File: src/rtl/dap_resp_tx_if.sv
// Response RAM read port and outbound DAP byte stream of dap_resp_tx.
// The master side is the transmitter. The slave side is the RAM and stream sink.
interface dap_resp_tx_if #(
  parameter int ADDRWIDTH = 10
);
  logic [ADDRWIDTH-1:0] ram_read_addr;
  logic                 ram_read_en;
  logic [7:0]           ram_read_data;
  logic                 dap_out_tvalid;
  logic                 dap_out_tready;
  logic [7:0]           dap_out_tdata;
  logic                 dap_out_tlast;

  modport master (
    output ram_read_addr, ram_read_en,
    input  ram_read_data,
    output dap_out_tvalid, dap_out_tdata, dap_out_tlast,
    input  dap_out_tready
  );

  modport slave (
    input  ram_read_addr, ram_read_en,
    output ram_read_data,
    input  dap_out_tvalid, dap_out_tdata, dap_out_tlast,
    output dap_out_tready
  );
endinterface

File: src/rtl/dap_resp_tx.sv
// Streams packet_len bytes from the response RAM (one-cycle read latency) onto an
// AXI-stream byte port, using a 2-entry output/skid buffer and a bypass for fresh RAM data.
module dap_resp_tx #(
  parameter int ADDRWIDTH = 10
) (
  input  logic                 clk,
  input  logic                 resetn,
  input  logic                 start,
  input  logic [ADDRWIDTH-1:0] packet_len,
  input  logic                 abort,
  output logic                 busy,
  output logic                 done,
  dap_resp_tx_if.master        bus
);

  localparam logic [1:0] S_IDLE  = 2'd0;
  localparam logic [1:0] S_SEND  = 2'd1;
  localparam logic [1:0] S_FLUSH = 2'd2;

  localparam logic [ADDRWIDTH-1:0] ONE = {{(ADDRWIDTH-1){1'b0}}, 1'b1};

  logic [1:0]           state_q, state_d;
  logic [ADDRWIDTH-1:0] len_q, len_d;
  logic [ADDRWIDTH-1:0] rd_cnt_q, rd_cnt_d;
  logic [ADDRWIDTH-1:0] snd_cnt_q, snd_cnt_d;
  logic                 rd_vld_q, rd_vld_d;
  logic                 out_v_q, out_v_d;
  logic [7:0]           out_data_q, out_data_d;
  logic                 skid_v_q, skid_v_d;
  logic [7:0]           skid_data_q, skid_data_d;
  logic                 done_q, done_d;

  logic [1:0]           occ_sum;
  logic                 rd_issue;
  logic                 tvalid;
  logic                 tlast;
  logic                 hs;
  logic [ADDRWIDTH-1:0] last_idx;

  always_comb begin
    // NOTE: every signal written here gets a default first, so no path can infer a latch.
    state_d     = state_q;
    len_d       = len_q;
    rd_cnt_d    = rd_cnt_q;
    snd_cnt_d   = snd_cnt_q;
    out_v_d     = out_v_q;
    out_data_d  = out_data_q;
    skid_v_d    = skid_v_q;
    skid_data_d = skid_data_q;
    done_d      = 1'b0;

    last_idx = len_q - ONE;
    // Buffered bytes plus the read whose data is arriving now never exceed two.
    occ_sum  = {1'b0, out_v_q} + {1'b0, skid_v_q} + {1'b0, rd_vld_q};
    rd_issue = (state_q == S_SEND) && (occ_sum < 2'd2);
    rd_vld_d = rd_issue;

    // Fresh RAM data is presented directly when the output register is empty.
    tvalid = out_v_q | rd_vld_q;
    tlast  = tvalid && (snd_cnt_q == last_idx);
    hs     = tvalid && bus.dap_out_tready;

    bus.ram_read_en    = rd_issue;
    bus.ram_read_addr  = rd_cnt_q;
    bus.dap_out_tvalid = tvalid;
    bus.dap_out_tlast  = tlast;
    bus.dap_out_tdata  = out_v_q ? out_data_q : (rd_vld_q ? bus.ram_read_data : 8'h00);

    if (!out_v_q) begin
      out_v_d = rd_vld_q && !hs;
      if (rd_vld_q) out_data_d = bus.ram_read_data;
    end else if (!skid_v_q) begin
      if (hs) begin
        out_v_d = rd_vld_q;
        if (rd_vld_q) out_data_d = bus.ram_read_data;
      end else begin
        skid_v_d = rd_vld_q;
        if (rd_vld_q) skid_data_d = bus.ram_read_data;
      end
    end else if (hs) begin
      out_data_d = skid_data_q;
      skid_v_d   = 1'b0;
    end

    rd_cnt_d  = rd_cnt_q + {{(ADDRWIDTH-1){1'b0}}, rd_issue};
    snd_cnt_d = snd_cnt_q + {{(ADDRWIDTH-1){1'b0}}, hs};

    case (state_q)
      S_IDLE: begin
        if (start && !abort) begin
          if (packet_len == '0) begin
            done_d = 1'b1;
          end else begin
            state_d   = S_SEND;
            len_d     = packet_len;
            rd_cnt_d  = '0;
            snd_cnt_d = '0;
          end
        end
      end
      S_SEND: begin
        if (rd_issue && (rd_cnt_q == last_idx)) state_d = S_FLUSH;
      end
      S_FLUSH: begin
        if (hs && tlast) begin
          state_d   = S_IDLE;
          done_d    = 1'b1;
          rd_cnt_d  = '0;
          snd_cnt_d = '0;
        end
      end
      default: state_d = S_IDLE;
    endcase

    // Abort drops everything, including a read still in flight, and suppresses done.
    if (abort && (state_q != S_IDLE)) begin
      state_d   = S_IDLE;
      out_v_d   = 1'b0;
      skid_v_d  = 1'b0;
      rd_vld_d  = 1'b0;
      rd_cnt_d  = '0;
      snd_cnt_d = '0;
      done_d    = 1'b0;
    end
  end

  always_ff @(posedge clk or negedge resetn) begin
    if (!resetn) begin
      state_q     <= S_IDLE;
      len_q       <= '0;
      rd_cnt_q    <= '0;
      snd_cnt_q   <= '0;
      rd_vld_q    <= 1'b0;
      out_v_q     <= 1'b0;
      skid_v_q    <= 1'b0;
      // NOTE: the data registers are reset as well, so tdata reads zero while in reset.
      out_data_q  <= 8'h00;
      skid_data_q <= 8'h00;
      done_q      <= 1'b0;
    end else begin
      // NOTE: non-blocking updates make every flop sample pre-edge values, independent of order.
      state_q     <= state_d;
      len_q       <= len_d;
      rd_cnt_q    <= rd_cnt_d;
      snd_cnt_q   <= snd_cnt_d;
      rd_vld_q    <= rd_vld_d;
      out_v_q     <= out_v_d;
      skid_v_q    <= skid_v_d;
      out_data_q  <= out_data_d;
      skid_data_q <= skid_data_d;
      done_q      <= done_d;
    end
  end

  assign busy = (state_q != S_IDLE);
  assign done = done_q;

endmodule

File: src/flat_wrapper.sv
// flat-port wrapper written by rule: the top's interface ports become plain ports
module dap_resp_tx_flat 
#(
  parameter int ADDRWIDTH = 10
)
  (clk, resetn, start, packet_len, abort, busy, done, bus_ram_read_addr, bus_ram_read_en, bus_ram_read_data, bus_dap_out_tvalid, bus_dap_out_tdata, bus_dap_out_tlast, bus_dap_out_tready);
  dap_resp_tx_if #(.ADDRWIDTH(ADDRWIDTH)) bus_i ();
  input  logic clk;
  input  logic resetn;
  input  logic start;
  input  logic [ADDRWIDTH-1:0] packet_len;
  input  logic abort;
  output logic busy;
  output logic done;
  output wire logic [$bits(bus_i.ram_read_addr)-1:0] bus_ram_read_addr;
  output wire logic [$bits(bus_i.ram_read_en)-1:0] bus_ram_read_en;
  input wire logic [$bits(bus_i.ram_read_data)-1:0] bus_ram_read_data;
  output wire logic [$bits(bus_i.dap_out_tvalid)-1:0] bus_dap_out_tvalid;
  output wire logic [$bits(bus_i.dap_out_tdata)-1:0] bus_dap_out_tdata;
  output wire logic [$bits(bus_i.dap_out_tlast)-1:0] bus_dap_out_tlast;
  input wire logic [$bits(bus_i.dap_out_tready)-1:0] bus_dap_out_tready;
  assign bus_ram_read_addr = bus_i.ram_read_addr;
  assign bus_ram_read_en = bus_i.ram_read_en;
  assign bus_i.ram_read_data = bus_ram_read_data;
  assign bus_dap_out_tvalid = bus_i.dap_out_tvalid;
  assign bus_dap_out_tdata = bus_i.dap_out_tdata;
  assign bus_dap_out_tlast = bus_i.dap_out_tlast;
  assign bus_i.dap_out_tready = bus_dap_out_tready;
  dap_resp_tx #(.ADDRWIDTH(ADDRWIDTH)) u_core (.clk(clk), .resetn(resetn), .start(start), .packet_len(packet_len), .abort(abort), .busy(busy), .done(done), .bus(bus_i));
endmodule
File: config.mk
export PLATFORM = sky130hd
export DESIGN_NAME = dap_resp_tx_flat
export DESIGN_NICKNAME = d
export VERILOG_FILES = /design/src/rtl/dap_resp_tx_if.sv /design/src/rtl/dap_resp_tx.sv /design/src/flat_wrapper.sv
export SDC_FILE = /design/constraint.sdc
export NUM_CORES = 1
export LEC_CHECK = 0
export BUFFER_PORTS_ARGS = -buffer_cell sky130_fd_sc_hd__buf_2
export CORE_MARGIN = 3
export CORE_UTILIZATION = 50
export CTS_CLUSTER_SIZE = 16
export DETAILED_ROUTE_END_ITERATION = 6
export PLACE_DENSITY = 0.72
export SLEW_MARGIN = 25
export SYNTH_ARGS = -nofsm -noshare
export SYNTH_HDL_FRONTEND = slang
export SYNTH_SLANG_ARGS = --single-unit
File: constraint.sdc
create_clock -name clk -period 3.7 [get_ports clk]
set_input_delay 0.555 -clock clk [delete_from_list [all_inputs] [get_ports clk]]
set_output_delay 0.555 -clock clk [all_outputs]
set_load 0.01 [all_outputs]
# Yosys cells after proc, flatten, opt, wreduce, memory -nomap -nowiden
# Cells that the tools add are included.
[totals]
ramBits = 0
word_cells = 84
latch_bits = 0
memories = 0
register_bits = 52
rom_bits = 0
input_bits = 23
out_inout_bits = 23
[op_classes]
n_reduce_logical = 17
bitwise = 4
mul = 0
n_mux = 38
order_cmp = 1
add_sub_neg = 5
n_eq_ne = 9
n_div = 0
shifts = 0
[ops]
columns = ["operator", "n"]
rows = [
  ["two-way mux 10 bit", 8],
  ["two-way mux 8 bit", 7],
  ["case mux 10 bit (2 select lines)", 2],
  ["adder 10 x 1 -> 10 bit", 2],
  ["== test 10 bit", 2],
  ["two-way mux 1 bit", 14],
  ["zero test 10 bit", 1],
  ["two-way mux 2 bit", 5],
  ["subtractor 10 x 1 -> 10 bit (second input constant)", 1],
  ["logical AND 1 bit", 8],
  ["AND reduction 4 bit", 2],
  ["inequality test 3 x 1 -> 1 bit (second input constant)", 2],
  ["inequality test 3 bit (second input constant)", 2],
  ["case mux 2 bit (3 select lines)", 1],
  ["nonzero test 2 bit", 2],
  ["NOT 1 bit", 3],
  ["AND reduction 3 bit", 1],
  ["adder 1 x 1 -> 2 bit", 1],
  ["adder 2 x 1 -> 2 bit", 1],
  ["== test 2 x 1 -> 1 bit (second input constant)", 1],
  ["== test 2 bit (second input constant)", 1],
  ["zero test 1 bit", 2],
  ["zero test 2 bit", 1],
  ["less-than comparator 2 bit (second input constant)", 1],
  ["3 further kinds", 3],
]

# Longest topological paths before layout
[logic_depth]
ltp_word = 9
depth_mapped = 13
mapped_depth_nobuf = 12

# Worst setup path after synthesis
# OpenSTA, ideal clock, no wires.
[synth_timing]
path_kind = "register to register"
startpoint = "register u_core.out_v_q"
endpoint = "register u_core.rd_cnt_q[8], in the netlist u_core.bus.ram_read_addr[8]"
stages_incl_launch_ff = 12
setup_time_ns = 0.086
t_arrival_ns = 3.032
period_less_slack_ns = 3.118
n_path_buf = 1
required_ns = 3.614
slack_ns = 0.582
path_cell_list = "dfrtp_1 -> clkbuf_1 -> inv_1 -> ha_1 -> a2111oi_0 -> ha_1 -> ha_1 -> nand3_1 -> nor2_1 -> nand3_1 -> xor2_1 -> nor3_1"
[synth_between]
elab_chain_cells = 9
elab_cells_between_ends = 14
classes_between = "add/sub (3); order compare (1); mux (5); bitwise (1); reduce/logical (4)"
[synth_lines]
columns = ["item", "line", "source"]
rows = [
  ["start: declaration", "dap_resp_tx.sv:27", "logic out_v_q, out_v_d;"],
  ["start signal: assignment", "dap_resp_tx.sv:147", "out_v_q <= out_v_d;"],
  ["adder 1 x 1 -> 2 bit *", "dap_resp_tx.sv:54", "occ_sum = {1'b0, out_v_q} + {1'b0, skid_v_q} + {1'b0, rd_vld_q};"],
  ["adder 2 x 1 -> 2 bit *", "dap_resp_tx.sv:54", ""],
  ["less-than comparator 2 bit *", "dap_resp_tx.sv:55", "rd_issue = (state_q == S_SEND) && (occ_sum < 2'd2);"],
  ["logical AND 1 bit *", "dap_resp_tx.sv:55", ""],
  ["named net bus_ram_read_en", "flat_wrapper.sv:16", "output wire logic [$bits(bus_i.ram_read_en)-1:0] bus_ram_read_en;"],
  ["adder 10 x 1 -> 10 bit *", "dap_resp_tx.sv:85", "rd_cnt_d = rd_cnt_q + {{(ADDRWIDTH-1){1'b0}}, rd_issue};"],
  ["two-way mux 10 bit", "dap_resp_tx.sv:91", "if (packet_len == '0) begin"],
  ["two-way mux 10 bit", "dap_resp_tx.sv:90", "if (start && !abort) begin"],
  ["case mux 10 bit (2 select lines) *", "dap_resp_tx.sv:88", "case (state_q)"],
  ["two-way mux 10 bit *", "dap_resp_tx.sv:116", "if (abort && (state_q != S_IDLE)) begin"],
  ["named net u_core.rd_cnt_d[8]", "dap_resp_tx.sv:24", "logic [ADDRWIDTH-1:0] rd_cnt_q, rd_cnt_d;"],
  ["end signal: assignment", "dap_resp_tx.sv:144", "rd_cnt_q <= rd_cnt_d;"],
  ["end: declaration", "dap_resp_tx.sv:24", ""],
]
# Mark *: on every way through the listed nets, which the timed path passes. The rest lies on a longest branch.
# A chain may end at the register's enable or synchronous reset.

# Worst setup path in the final report
[layout_timing]
startpoint = "register u_core.len_q[0]"
endpoint = "output port bus_dap_out_tlast"
[layout_between]
elab_chain_cells = 3
[layout_lines]
columns = ["item", "line", "source"]
rows = [
  ["start: declaration", "dap_resp_tx.sv:23", "logic [ADDRWIDTH-1:0] len_q, len_d;"],
  ["start signal: assignment", "dap_resp_tx.sv:143", "len_q <= len_d;"],
  ["subtractor 10 x 1 -> 10 bit", "dap_resp_tx.sv:52", "last_idx = len_q - ONE;"],
  ["== test 10 bit", "dap_resp_tx.sv:60", "tlast = tvalid && (snd_cnt_q == last_idx);"],
  ["logical AND 1 bit", "dap_resp_tx.sv:60", ""],
  ["end: declaration", "flat_wrapper.sv:20", "output wire logic [$bits(bus_i.dap_out_tlast)-1:0] bus_dap_out_tlast;"],
]
# Every way passes these cells.

==> metrics.md <==
| Metric | Value |
|---|---|
| PwrDens | approximately 600 nW/µm² |
| Final estimated routing congestion in global placement | roughly 0.94 |
| First-pass DRT Iterations | 4 |
| Wire per inst | ~17 µm |
| Status | completed |
| Row Count | 27 |
| N_diodes | 0 |
| Adder-cell share of the synthesized area | 2.919% |
| Area of the multi-input gates | roughly 1600 µm² |
| Clock buffer depth | 2 |
| Initial core utilization | 53.18% |
| Critical Path RT | 3140 ps |
| Worst Path Max Fanout | 10 |
| Num CTS Buffers | 5 |
| Post-synthesis mux area share | 6.297% |
| Vias in the first global route | 2,345 |
| DRT Wirelength | roughly 6900 µm |
| FF-to-FF setup slack | 580 ps |
| Root Buffer | clkbuf_8 |
| Combinational family with the most area after synthesis | simple AND/OR/NAND/NOR gates |
| Vias | between 2,000 and 2,500 |
| Worst Max-Slew Pin Slew | approximately 730 ps |
| Pins Over Slew Limit | 0 |
| Startpoint types | flop |
| Grt total ovfl | 0 |
| Setup TNS | 0 ps |
| CTS Sinks | 52 |
| I/O pins | between 40 and 50 |
| Period minus WS final | 3484 ps |
| CTS clk-pin slew, worst paths | roughly 90 ps |
| Type of the worst setup path | reg -> out |
| Worst hold path class | in -> async |
| Area Growth Syn to Fin | 13.64% |
| Die ar. | ~7000 µm² |
| RSZ-0062 raised after global routing | no |
| Syn Nets | between 300 and 400 |
| Register area share after synthesis | around 43% |
| Post-synthesis xor/xnor area fraction | 11.93% |
| DRC viols | 0 |
| Post_cts resized | 0 |
| H-tree levels | 2 |
| Die Width | around 83 µm |
| Post-CTS Setup Inserts | 0 |
| CP Data Arrival Time | 2930 ps |
| Worst slack, placed | 582.1 ps |
| Reg-to-reg endpoint | u_core.snd_cnt_q[8] |
| Synthesized area | approximately 3000 µm² |
| Most Crowded Layer GR | met2 |
| Total track usage | approximately 21% |
| Synth Area in Compound Gates | around 12% |
| Tot Pwr | 2032 µW |
| Critical-path cell list | or4_1 > or4_1 > xnor2_2 > nand4b_2 > nor3_1 > buf_2 |
| Top cell by count, worst path | or4_1 |
| Synthesized flop and latch total | between 50 and 60 |
| Layout cells sized above 1 | about 22% |
| GR Layer Usage met2 | a little under a third |
| Crit-path slowest cell | or4_1 |
| NumNets Final | 376 |
| First-pass GRT wire length | approximately 12,000 µm |
| Post-DR vias/cell | ~5.8 |
| Largest net degree at the start of global routing | 31 |
| Post-route ant nets | 0 |
| Peak VDD IR | ~330 µV |
| Worst Clk Skew | 4.993 ps |
| Clk_lat worst skew | approximately 310 ps |
| Register Area | 1301 µm² |
| Commonest non-fill, non-tap cell in the layout | dfrtp_1 |
| Final hold vios | 0 |
| Post-synthesis cell count | 306 |
| Commonest cells after routing, fill and taps aside | dfrtp_1 (52), buf_2 (45), xnor2_1 (23) |
| DR iter-0 viols | between 150 and 200 |
| Die H | between 80 and 90 µm |
| Initial antenna violation count | 0 |
| Post-route worst setup slack | 215.8 ps |
| Syn avg cell area | around 9.8 µm² |
| Rel. slew slack | approximately half |
| TritonCTS clock tree | yes |
| Final worst-path cycle share | 94.17% |
| Number of distinct library cells after synthesis | 45 |
| Synth warn | 0 |
| WHS | a little over 200 ps |
| R2r worst-path depth | 7 |
| Core area | between 5000 and 6000 µm² |
| Pleak | around 0.0015 µW |
| Final Core Density | 60.43% |
| Crit end category | output port |
| Filler cells | slightly below 500 |
| Port bufs | 45 |
| Post-CTS Hold Fix Bufs | 0 |
| Launch point of the worst reg-to-reg path | u_core.len_q[0] |
| Final HPWL DP | 5146 µm |
| Met3 usage | under 10% |
| Critical path's largest stage delay | 730 ps |
| Met1 usage | 30.75% |
| Max-cap violation count | 0 |
| Crit path launch | u_core.len_q[0] |
| Post-Synth Simple-Gate Area | between 10% and 20% |
| Final setup fails | 0 |
| Max Clk Rate | between 200 and 300 MHz |
-- stage by stage --
step                std cells  instance area [µm²]
finish                    419                 3410
global route              419                 3410
CTS                       419                 3410
detailed placement        411                 3272
global placement          411                 3272
floorplan                 306                 3000
-- per-layer routing --
metal  vias to the layer above  part of all wire, %
met5                         -                    0
met1                      1191                   48
met3                         7                  6.4
met2                        78                   44
li1                       1168                    -
met4                         0                  1.4
-- logic make-up (layout without fill, tap and decap cells) --
logic type | after synthesis | count (layout)
adders and majority gates | 7 | 7
AOI/OAI and AO/OA | 53 | 53
and+or+nand+nor | 109 | 109
xor gates and xnor gates | 40 | 40
DFF | 52 | 52
muxes | 17 | 17
buffers and inverters | 28 | 69
-- report_power, final --
| part | switching (µW) | total (µW) | leakage, µW | internal [µW] |
|---|---|---|---|---|
| Sequential | 163 | 877 | 0.000661 | 714 |
| Combinational | 356 | 687 | 0.000793 | 331 |
| Clock | 196 | 468 | 0.0000687 | 272 |
| Total | 715 | 2030 | 0.00152 | 1320 |
-- worst max-delay path by stage --
stage	endpoint
6_report	bus_dap_out_tlast
2_1_floorplan	u_core.bus.ram_read_addr[8]
4_1_cts	bus_dap_out_tlast
3_3_place_gp	bus_dap_out_tlast
5_1_grt	bus_dap_out_tlast
3_5_place_dp	bus_dap_out_tlast
-- cell usage after synthesis --
master	number	area, µm²
a2111oi_0	1	8.760
or3b_2	1	8.760
o22ai_1	10	62.56
a22oi_1	1	7.510
a22o_1	7	61.31
and3_1	2	12.51
nand4b_2	1	15.01
nand2_1	21	78.83
xnor2_1	23	201.4
o31a_1	3	26.28
o31ai_1	2	15.01
dfrtp_1	52	1301
nand3_1	12	60.06
a211oi_1	1	7.510
o21ai_0	9	45.04
nor3_1	21	105.1
clkbuf_1	12	45.04
or3_1	3	18.77
a21oi_1	13	65.06
a41o_1	1	10.01
xnor2_2	1	16.27
nor2_1	21	78.83
nor2b_1	7	43.79
xor2_1	16	140.1
nor4_1	2	12.51
buf_6	1	11.26
nor4_4	1	21.27
nor4b_1	1	8.760
mux2i_1	2	20.02
buf_2	2	10.01
or2_2	1	6.260
inv_1	12	45.04
or4_1	2	15.01
buf_4	1	7.510
nor3b_1	5	37.54
nand4b_1	1	8.760
or4bb_1	1	11.26
a32oi_1	2	17.52
nand3b_1	3	22.52
a221oi_1	1	8.760
ha_1	7	87.58
o2111a_1	1	11.26
mux2_2	15	168.9
o2bb2ai_2	1	15.01
nand4_1	3	18.77
-- critical path, delay by kind of cell, from the launching register on --
kind          cells  cell delay (ps)
flops             1              450
simple gates      4             1790
buf+inv           1              180
xor+xnor          1              210
-- final cells by class --
class / count / share of cell area (%)
multi-input combinational: 226 / 46.35
clock buffer: 5 / 2.018
sequential: 52 / 38.17
clock inverter: 3 / 2.018
timing repair buffer: 49 / 7.486
tap: 72 / 2.642
inverter: 12 / 1.321
-- registers in the layout, indices dropped and copies added (netlist names), 2 cells and up --
signal	count
u_core.snd_cnt_q	10
u_core.skid_data_q	8
u_core.len_q	10
u_core.state_q	2
u_core.out_data_q	8
u_core.bus.ram_read_addr	10
Power figures use the tool's default switching activity.
